`src/rtl/leaf_pkg.sv`:
```
// Shared leaf definitions: default payload/address widths and the word+valid handshake bundle
// used by the leaf shells and the user-side FIFOs.
package leaf_pkg;

    localparam int LEAF_PAYLOAD_BITS = 32;
    localparam int LEAF_ADDR_BITS    = 6;

    typedef struct packed {
        logic [31:0] data;
        logic        vld;
    } leaf_hs_t;

endpackage

```
`src/rtl/leaf_user_in_fifo_if.sv`:
```
// Handshake bundle between the leaf interface, the user-side input FIFO and the user kernel.
// A word moves on any rising edge where its vld and ack are both high; vld never waits on ack,
// and data is held stable while vld is high and ack is low.
interface leaf_user_in_fifo_if
    import leaf_pkg::*;
#(
    parameter int PAYLOAD_BITS = LEAF_PAYLOAD_BITS
);

    logic [PAYLOAD_BITS-1:0] dout_leaf_interface2user;
    logic                    vld_interface2user;
    logic                    ack_user2interface;
    logic [PAYLOAD_BITS-1:0] dout_fifo2user;
    logic                    vld_fifo2user;
    logic                    ack_user2fifo;

    modport slave (
        input  dout_leaf_interface2user,
        input  vld_interface2user,
        output ack_user2interface,
        output dout_fifo2user,
        output vld_fifo2user,
        input  ack_user2fifo
    );

    modport master (
        output dout_leaf_interface2user,
        output vld_interface2user,
        input  ack_user2interface,
        input  dout_fifo2user,
        input  vld_fifo2user,
        output ack_user2fifo
    );

endinterface

```
`src/rtl/leaf_fifo_ram.sv`:
```
// Simple dual-port storage for the leaf FIFOs: one write port, one read port with a
// registered read that holds its value when not enabled. No reset on the array or read register.
module leaf_fifo_ram #(
    parameter int DATA_BITS = 32,
    parameter int ADDR_BITS = 6
) (
    input  logic                 clk,
    input  logic                 wr_en,
    input  logic [ADDR_BITS-1:0] wr_addr,
    input  logic [DATA_BITS-1:0] wr_data,
    input  logic                 rd_en,
    input  logic [ADDR_BITS-1:0] rd_addr,
    output logic [DATA_BITS-1:0] rd_data
);

    logic [DATA_BITS-1:0] mem [0:(1<<ADDR_BITS)-1];

    always_ff @(posedge clk) begin
        if (wr_en) begin
            mem[wr_addr] <= wr_data;
        end
        if (rd_en) begin
            rd_data <= mem[rd_addr];
        end
    end

endmodule

```
`src/rtl/leaf_user_in_fifo.sv`:
```
// Elastic first-word-fall-through buffer between a leaf input port and the user kernel.
// Defining LEAF_FIFO_STATS_EN adds the hwm and stall_cycles statistics outputs.
module leaf_user_in_fifo
    import leaf_pkg::*;
#(
    parameter int PAYLOAD_BITS = LEAF_PAYLOAD_BITS,
    parameter int ADDR_BITS    = LEAF_ADDR_BITS,
    parameter int AFULL_MARGIN = 4
) (
    input  logic                 clk_user,
    input  logic                 reset,
    leaf_user_in_fifo_if.slave   bus,
    output logic [ADDR_BITS:0]   count,
    output logic                 almost_full
`ifdef LEAF_FIFO_STATS_EN
    ,
    output logic [ADDR_BITS:0]   hwm,
    output logic [31:0]          stall_cycles
`endif
);

    localparam int DEPTH = 1 << ADDR_BITS;
    localparam logic [ADDR_BITS:0] DEPTH_C = (ADDR_BITS+1)'(DEPTH);
    localparam logic [ADDR_BITS:0] AFULL_C = (ADDR_BITS+1)'(DEPTH - AFULL_MARGIN);

    logic [ADDR_BITS-1:0]    wr_ptr;
    logic [ADDR_BITS-1:0]    rd_ptr;
    logic                    out_vld;
    logic                    out_loaded;
    logic                    push;
    logic                    pop;
    logic                    load;
    logic [ADDR_BITS:0]      ram_count;
    logic [ADDR_BITS:0]      count_next;
    logic [PAYLOAD_BITS-1:0] ram_q;

    // Full/empty come from the word count; a pop never frees room for a push in the same cycle.
    assign bus.ack_user2interface = (count < DEPTH_C);
    assign almost_full            = (count >= AFULL_C);

    assign push       = bus.vld_interface2user && bus.ack_user2interface;
    assign pop        = out_vld && bus.ack_user2fifo;
    assign ram_count  = count - {{ADDR_BITS{1'b0}}, out_vld};
    assign load       = (ram_count != '0) && (!out_vld || pop);
    assign count_next = count + (ADDR_BITS+1)'(push) - (ADDR_BITS+1)'(pop);

    leaf_fifo_ram #(
        .DATA_BITS (PAYLOAD_BITS),
        .ADDR_BITS (ADDR_BITS)
    ) u_ram (
        .clk     (clk_user),
        .wr_en   (push),
        .wr_addr (wr_ptr),
        .wr_data (bus.dout_leaf_interface2user),
        .rd_en   (load),
        .rd_addr (rd_ptr),
        .rd_data (ram_q)
    );

    // The RAM read register is the output register; until its first load after reset it reads as zero.
    assign bus.dout_fifo2user = out_loaded ? ram_q : '0;
    assign bus.vld_fifo2user  = out_vld;

    always_ff @(posedge clk_user) begin
        if (reset) begin
            wr_ptr     <= '0;
            rd_ptr     <= '0;
            count      <= '0;
            out_vld    <= 1'b0;
            out_loaded <= 1'b0;
        end else begin
            if (push) begin
                wr_ptr <= wr_ptr + ADDR_BITS'(1);
            end
            if (load) begin
                rd_ptr     <= rd_ptr + ADDR_BITS'(1);
                out_vld    <= 1'b1;
                out_loaded <= 1'b1;
            end else if (pop) begin
                out_vld <= 1'b0;
            end
            count <= count_next;
        end
    end

`ifdef LEAF_FIFO_STATS_EN
    always_ff @(posedge clk_user) begin
        if (reset) begin
            hwm          <= '0;
            stall_cycles <= '0;
        end else begin
            if (count_next > hwm) begin
                hwm <= count_next;
            end
            if (bus.vld_interface2user && !bus.ack_user2interface &&
                (stall_cycles != 32'hFFFF_FFFF)) begin
                stall_cycles <= stall_cycles + 32'd1;
            end
        end
    end
`endif

endmodule

```
`src/flat_wrapper.sv`:
```
// flat-port wrapper written by rule: the top's interface ports become plain ports
module leaf_user_in_fifo_flat import leaf_pkg::*;
#(
    parameter int PAYLOAD_BITS = LEAF_PAYLOAD_BITS,
    parameter int ADDR_BITS    = LEAF_ADDR_BITS,
    parameter int AFULL_MARGIN = 4
)
  (clk_user, reset, count, almost_full, bus_dout_leaf_interface2user, bus_vld_interface2user, bus_ack_user2interface, bus_dout_fifo2user, bus_vld_fifo2user, bus_ack_user2fifo);
  leaf_user_in_fifo_if #(.PAYLOAD_BITS(PAYLOAD_BITS)) bus_i ();
  input  logic clk_user;
  input  logic reset;
  output logic [ADDR_BITS:0] count;
  output logic almost_full;
  input wire logic [$bits(bus_i.dout_leaf_interface2user)-1:0] bus_dout_leaf_interface2user;
  input wire logic [$bits(bus_i.vld_interface2user)-1:0] bus_vld_interface2user;
  output wire logic [$bits(bus_i.ack_user2interface)-1:0] bus_ack_user2interface;
  output wire logic [$bits(bus_i.dout_fifo2user)-1:0] bus_dout_fifo2user;
  output wire logic [$bits(bus_i.vld_fifo2user)-1:0] bus_vld_fifo2user;
  input wire logic [$bits(bus_i.ack_user2fifo)-1:0] bus_ack_user2fifo;
  assign bus_i.dout_leaf_interface2user = bus_dout_leaf_interface2user;
  assign bus_i.vld_interface2user = bus_vld_interface2user;
  assign bus_ack_user2interface = bus_i.ack_user2interface;
  assign bus_dout_fifo2user = bus_i.dout_fifo2user;
  assign bus_vld_fifo2user = bus_i.vld_fifo2user;
  assign bus_i.ack_user2fifo = bus_ack_user2fifo;
  leaf_user_in_fifo #(.PAYLOAD_BITS(PAYLOAD_BITS), .ADDR_BITS(ADDR_BITS), .AFULL_MARGIN(AFULL_MARGIN)) u_core (.clk_user(clk_user), .reset(reset), .bus(bus_i), .count(count), .almost_full(almost_full));
endmodule
```
`config.mk`:
```
export PLATFORM = sky130hd
export DESIGN_NAME = leaf_user_in_fifo_flat
export DESIGN_NICKNAME = d
export VERILOG_FILES = /design/src/rtl/leaf_pkg.sv /design/src/rtl/leaf_user_in_fifo_if.sv /design/src/rtl/leaf_fifo_ram.sv /design/src/rtl/leaf_user_in_fifo.sv /design/src/flat_wrapper.sv
export SDC_FILE = /design/constraint.sdc
export NUM_CORES = 2
export LEC_CHECK = 0
export BUFFER_PORTS_ARGS = -buffer_cell sky130_fd_sc_hd__buf_2
export CORE_MARGIN = 2
export CORE_UTILIZATION = 30
export CTS_BUF_LIST = sky130_fd_sc_hd__clkbuf_2 sky130_fd_sc_hd__clkbuf_4 sky130_fd_sc_hd__clkbuf_8
export DETAILED_ROUTE_END_ITERATION = 10
export GPL_ROUTABILITY_DRIVEN = 0
export PLACE_DENSITY_LB_ADDON = 0.2
export SLEW_MARGIN = 10
export SYNTH_ARGS = -nofsm -noshare
export SYNTH_HDL_FRONTEND = slang
export SYNTH_SLANG_ARGS = --single-unit
```
`constraint.sdc`:
```
create_clock -name clk_user -period 5.3 [get_ports clk_user]
set_input_delay 0.795 -clock clk_user [delete_from_list [all_inputs] [get_ports clk_user]]
set_output_delay 0.795 -clock clk_user [all_outputs]
set_load 0.005 [all_outputs]
```
Yosys cells after proc, flatten, opt, wreduce, memory -nomap -nowiden
Memories as Yosys holds them, arrays and structs flattened. A register that Yosys moved wholly into a read port is not among the register bits.
Index checks and enable logic that the tools add are counted.
{"block": "totals", "regBits": 21, "ramBits": 2048, "input_bits": 36, "out_inout_bits": 42, "wordCells": 25, "memories": 1}
{"memory": "u_core.u_ram.mem", "depth": 64, "width": 32, "read_ports": 1, "rd_clocked_by_memory_dff": 1, "wr": 1, "line_no": "leaf_fifo_ram.sv:16", "rtl": "logic [DATA_BITS-1:0] mem [0:(1<<ADDR_BITS)-1];"}
{"block": "classes", "add_sub_neg": 5, "n_lt_le_gt_ge": 2, "mux": 5, "n_reduce_logical": 7}
{"op": "$mux 32", "count": 1}
{"op": "$sub 7x1->7", "count": 2}
{"op": "$add 6x1->6 const B", "count": 2}
{"op": "$add 7x1->7", "count": 1}
{"op": "$ge 7x6->1 const B", "count": 1}
{"op": "$lt 7x7->1 const B", "count": 1}
{"op": "$reduce_bool 7->1", "count": 1}
{"op": "$mux 1", "count": 4}
{"op": "$logic_and 1x1->1", "count": 3}
{"op": "$reduce_bool 2->1", "count": 1}
{"op": "$logic_not 1->1", "count": 1}
{"op": "$logic_or 1x1->1", "count": 1}

Logic depth before layout (Yosys ltp)
{"block": "depth", "ltp_word": 4, "depth_mapped": 12, "depth_no_buf": 12}

By module
A second synthesis with hierarchy kept.
{"block": "unflattened", "hier_cells": 3502, "hier_area_um2": 80367.1}
{"module": "leaf_fifo_ram", "instances": 1, "cells_each": 3324, "area_per_inst_um2": 78835.6, "seq_area_each_um2": 62459.9}
{"module": "leaf_user_in_fifo", "instances": 1, "cells_each": 178, "area_per_inst_um2": 1531.5, "seq_area_each_um2": 420.4}

Worst setup path before layout
No wires, ideal clock.
{"block": "synth_timing", "path_type": "in2reg", "from": "input bus_vld_interface2user", "to": "memory u_core.u_ram.mem[55][0] (enable)", "setup_time_ns": 0.461, "arrival_ns": 3.965, "required_ns": 4.839, "slack_ns": 0.874, "cell_stages": 6, "path_buffers": 2, "path_cell_list": "nor2b_1 -> clkbuf_1 -> and2_0 -> clkbuf_1 -> nand3_1 -> nor3_1"}
{"block": "synth_between", "elab_chain_cells": 3}
{"element": "start, declared", "line_no": "flat_wrapper.sv:15", "rtl": "input wire logic [$bits(bus_i.vld_interface2user)-1:0] bus_vld_interface2user;"}
{"element": "$logic_and 1x1->1", "line_no": "leaf_user_in_fifo.sv:41", "rtl": "assign push = bus.vld_interface2user && bus.ack_user2interface;"}
{"element": "named net u_core.push", "line_no": "leaf_user_in_fifo.sv:30", "rtl": "logic push;"}
{"element": "$mux 1", "line_no": "leaf_fifo_ram.sv:19", "rtl": "if (wr_en) begin"}
{"element": "$mux 1 (implied by the code)", "line_no": "leaf_fifo_ram.sv:20", "rtl": "mem[wr_addr] <= wr_data;"}
{"element": "end, declared", "line_no": "leaf_fifo_ram.sv:16"}
The timed path passes the listed nets, and every way through them passes these cells.

==> results.toml <==
[yosys]
netlist.area_leader.share = 0.774
synth_edf_count = 2080
ys_seq_elements = 2101
synth-seq-area-share = 0.779
yosys-top-cells-area = "edfxtp_1 77%, mux4_2 15%, mux2i_1 1.7%"
synthesis.nets = 3601
synthArstFlopShare = 0
synth.distinct_cells = 54
syn_area_per_cell_um2 = 22.8
yosysTopAreaCell = "edfxtp_1"
synth_warnings = 0
synth_cells = 3544
syn_area_mm2 = 0.0807
synth_flop_cell = "edfxtp_1"

[global_routing]
grt_max_degree = 88
grt_pass1_vias = 40300
grt_overflow = 0
track_usage = 0.173
grt_first_pass_wirelength_um = 330000
antenna_found_initial = 19

[place]
hpwl_um = 137000
place_inst = 7160
io_buffers = 77

[critical_path]
r2r_start = "u_core.rd_ptr[0]"
end_kind = "flop"
r2r_end = "u_core.u_ram.rd_data[5]"
rr_worst_depth = 8
cp.required_ns = 6.09
critPathBufInv = 3
crit_type = "flop to flop"
crit_fanout = 26
cpPeakStageDelay_ns = 0.70
path_cells = "buf_12 -> buf_4 -> buf_4 -> mux4_2 -> mux2i_1 -> o21ai_0 -> o21ai_0 -> o21ai_1"
reg2reg_slack_ns = 1.44
cp-start-kind = "flop"
crit_slowest_cell = "dfxtp_4"
worstPathArrival_ns = 4.64
cpLargestDelayFamily = "multiplexers"

[power]
max-vdd-ir-drop_uv = 256
internal-power_uw = 29900
swShare = 0.279
power_frac_comb = 0.195
p_seq_frac = 0.458
leakagePower_uw = 0.0286
p_switching_uw = 11500
powerDensity_mw_per_mm2 = 442
power_frac_clock = 0.347

[timing]
skew_ns = 0.0622
max_freq_ghz = 0.259
drv_slew = 0
setup_viol = 0
finalCritPeriodShare = 0.728
setup_tns_ns = 0
rsz0062_at_grt = "no"
relSlewSlack = 0.174
fin_crit_ns = 3.86
hold_viol = 0
tightest_slew_ns = 1.24

[floorplan]
dieArea_mm2 = 0.273
dieHeight_um = 523
rows = 190
start_util = 0.301
core-area_mm2 = 0.268
fp.dieW_um = 523
io_pins = 78

[drt]
drcViolationCount = 0
drtPass1Iterations = 5
via_per_inst = 5.02
drtIter0Drc = 4101
drtAntennaViolNets = 0
routed-via-count = 39200
wl_per_cell_um = 30.5
drt-total-wl_um = 239000

[clock_network]
cts-root-buf = "clkbuf_8"
clk_pin_slew_ns = 0.06
cts_resized = 0
hold_buffers = 1
post-cts-setup-buffers = 0
cts_buffer_depth = 4
cts_tree = "yes"
cts-htree-levels = 5
clkLatencyLatePin_ns = 1.06
clock-sinks = 2101
numCtsBuffers = 376

[min_path]
hold_class = "input pin to flop"
holdPathEnd = "u_core.bus.vld_fifo2user"
whs_path_depth = 4
hp-start = "bus_ack_user2fifo"

[layout]
layout-drive-gt1-share = 0.335
area_delta_synth_final_pct = 16.0
finalNetCount = 4044
final_cells = 7820
final.fill_count = 24900

[run]
cap_violations = 0

[outcome]
status = "completed"
## registers in the layout (all words and copies together), names as in the netlist
name                      flops
u_core.count                  7
u_core.rd_ptr                 6
u_core.bus.vld_fifo2user      1
u_core.u_ram.rd_data         32
u_core.wr_ptr                 6
u_core.u_ram.mem           2048
u_core.out_loaded             1
## layout by cell type, fill, tap and decap left out, drive strengths merged, types with 32 or more instances in the layout
master,n
edfxtp,2080
mux4,532
clkbuf,506
buf,256
mux2i,140
clkinv,128
nor2,101
o21ai,72
nand2,52
a21oi,46
and2,37
o22ai,32
## Yosys cell counts, types with 2 or more instances
cell       instances
edfxtp_1        2080
mux4_2           532
mux2i_1          140
nor2_1           101
clkbuf_1          64
buf_2             56
nand2_1           52
a21oi_1           46
o21ai_0           46
and2_1            36
buf_4             35
o22ai_1           32
a211oi_1          31
o21ai_1           26
buf_1             22
dfxtp_1           21
ha_1              20
a22oi_1           17
inv_1             17
nor2b_1           17
o221ai_1          17
buf_6             15
nor3_1            15
nand2b_1          13
a221oi_1          10
nand3_1           10
xnor2_1           10
mux2_2             8
a211o_1            5
nand3b_1           5
o211ai_1           5
xor2_1             5
a2111oi_0          4
o21bai_1           4
o2111ai_1          3
a21o_1             2
a31o_2             2
nand4_1            2
or2_2              2
or3_1              2
## area by class of cell
cell class | count | area [um^2] | share of cell area
flip-flops and latches | 2101 | 62900 | 0.672
multi-input cells | 1234 | 17200 | 0.184
clock buffers | 506 | 6190 | 0.0661
well taps | 3552 | 4440 | 0.0475
repair buffers | 257 | 1990 | 0.0213
clock inverters | 140 | 748 | 0.00799
inverters | 17 | 68.8 | 0.000735
diodes | 13 | 32.5 | 0.000347
## stage by stage
step                hold WS (ns)  instance area (um^2)   util  setup slack (ns)  power (uW)
detailed placement         0.574                 86600  0.323             0.904       27500
finish                     0.130                 93600  0.349              1.44       41400
global route              0.0775                 93600  0.349              1.39       42900
floorplan                  0.527                 80700      -             0.874       24100
CTS                       0.0181                 93600  0.349              1.41       41900
global placement           0.578                 86600  0.323             0.883       27500
## tightest hold or removal path, cell delays in order
cell     delay (ns)
buf_2          0.10
nor2b_1        0.10
nor2_1         0.10
nor2_1         0.04
## power groups by stage
stage	Sequential (uW)	Clock (uW)	Combinational (uW)
after floorplan	19000	0	5100
after global placement	19300	0	8190
after detailed placement	19300	0	8180
after CTS	19000	14800	8210
after global routing	19000	15500	8490
final	19000	14400	8060
## kinds of logic (layout without fill, tap and decap cells)
logic type               count (synthesis)  in the layout  synth area share
AND/OR/NAND/NOR                        259            259            0.0151
adder cells (fa/ha/maj)                 21             21           0.00335
AO/OA/AOI/OAI                          259            259            0.0206
other                                    0             13                 0
XOR/XNOR                                15             15           0.00163
multiplexers                           680            680             0.167
flip-flops                            2101           2101             0.779
buffers and inverters                  209            920            0.0136
## routing by layer
layer / share of wire / GRT usage / vias to the layer above / wire [um]
met5: 0.000054 / 0 / - / 13
met4: 0.032 / 0.0589 / 2 / 7720
met3: 0.054 / 0.0272 / 395 / 13000
met2: 0.47 / 0.270 / 1347 / 111000
met1: 0.45 / 0.246 / 21500 / 106000
li1: - / - / 16000 / -
## worst max-delay path by stage
stage / startpoint / end / slack [ns] / cells past startpoint
final: u_core.rd_ptr[0] / u_core.u_ram.rd_data[5] / 1.44 / 8
after global routing: u_core.rd_ptr[0] / u_core.u_ram.rd_data[5] / 1.39 / 8
after CTS: u_core.count[6] / u_core.u_ram.mem[62][28] / 1.41 / 5
after detailed placement: bus_vld_interface2user / u_core.u_ram.mem[62][19] / 0.90 / 6
after global placement: bus_vld_interface2user / u_core.u_ram.mem[62][19] / 0.88 / 6
after floorplan: bus_vld_interface2user / u_core.u_ram.mem[55][0] / 0.87 / 6
(Power assumes the default switching activity.)
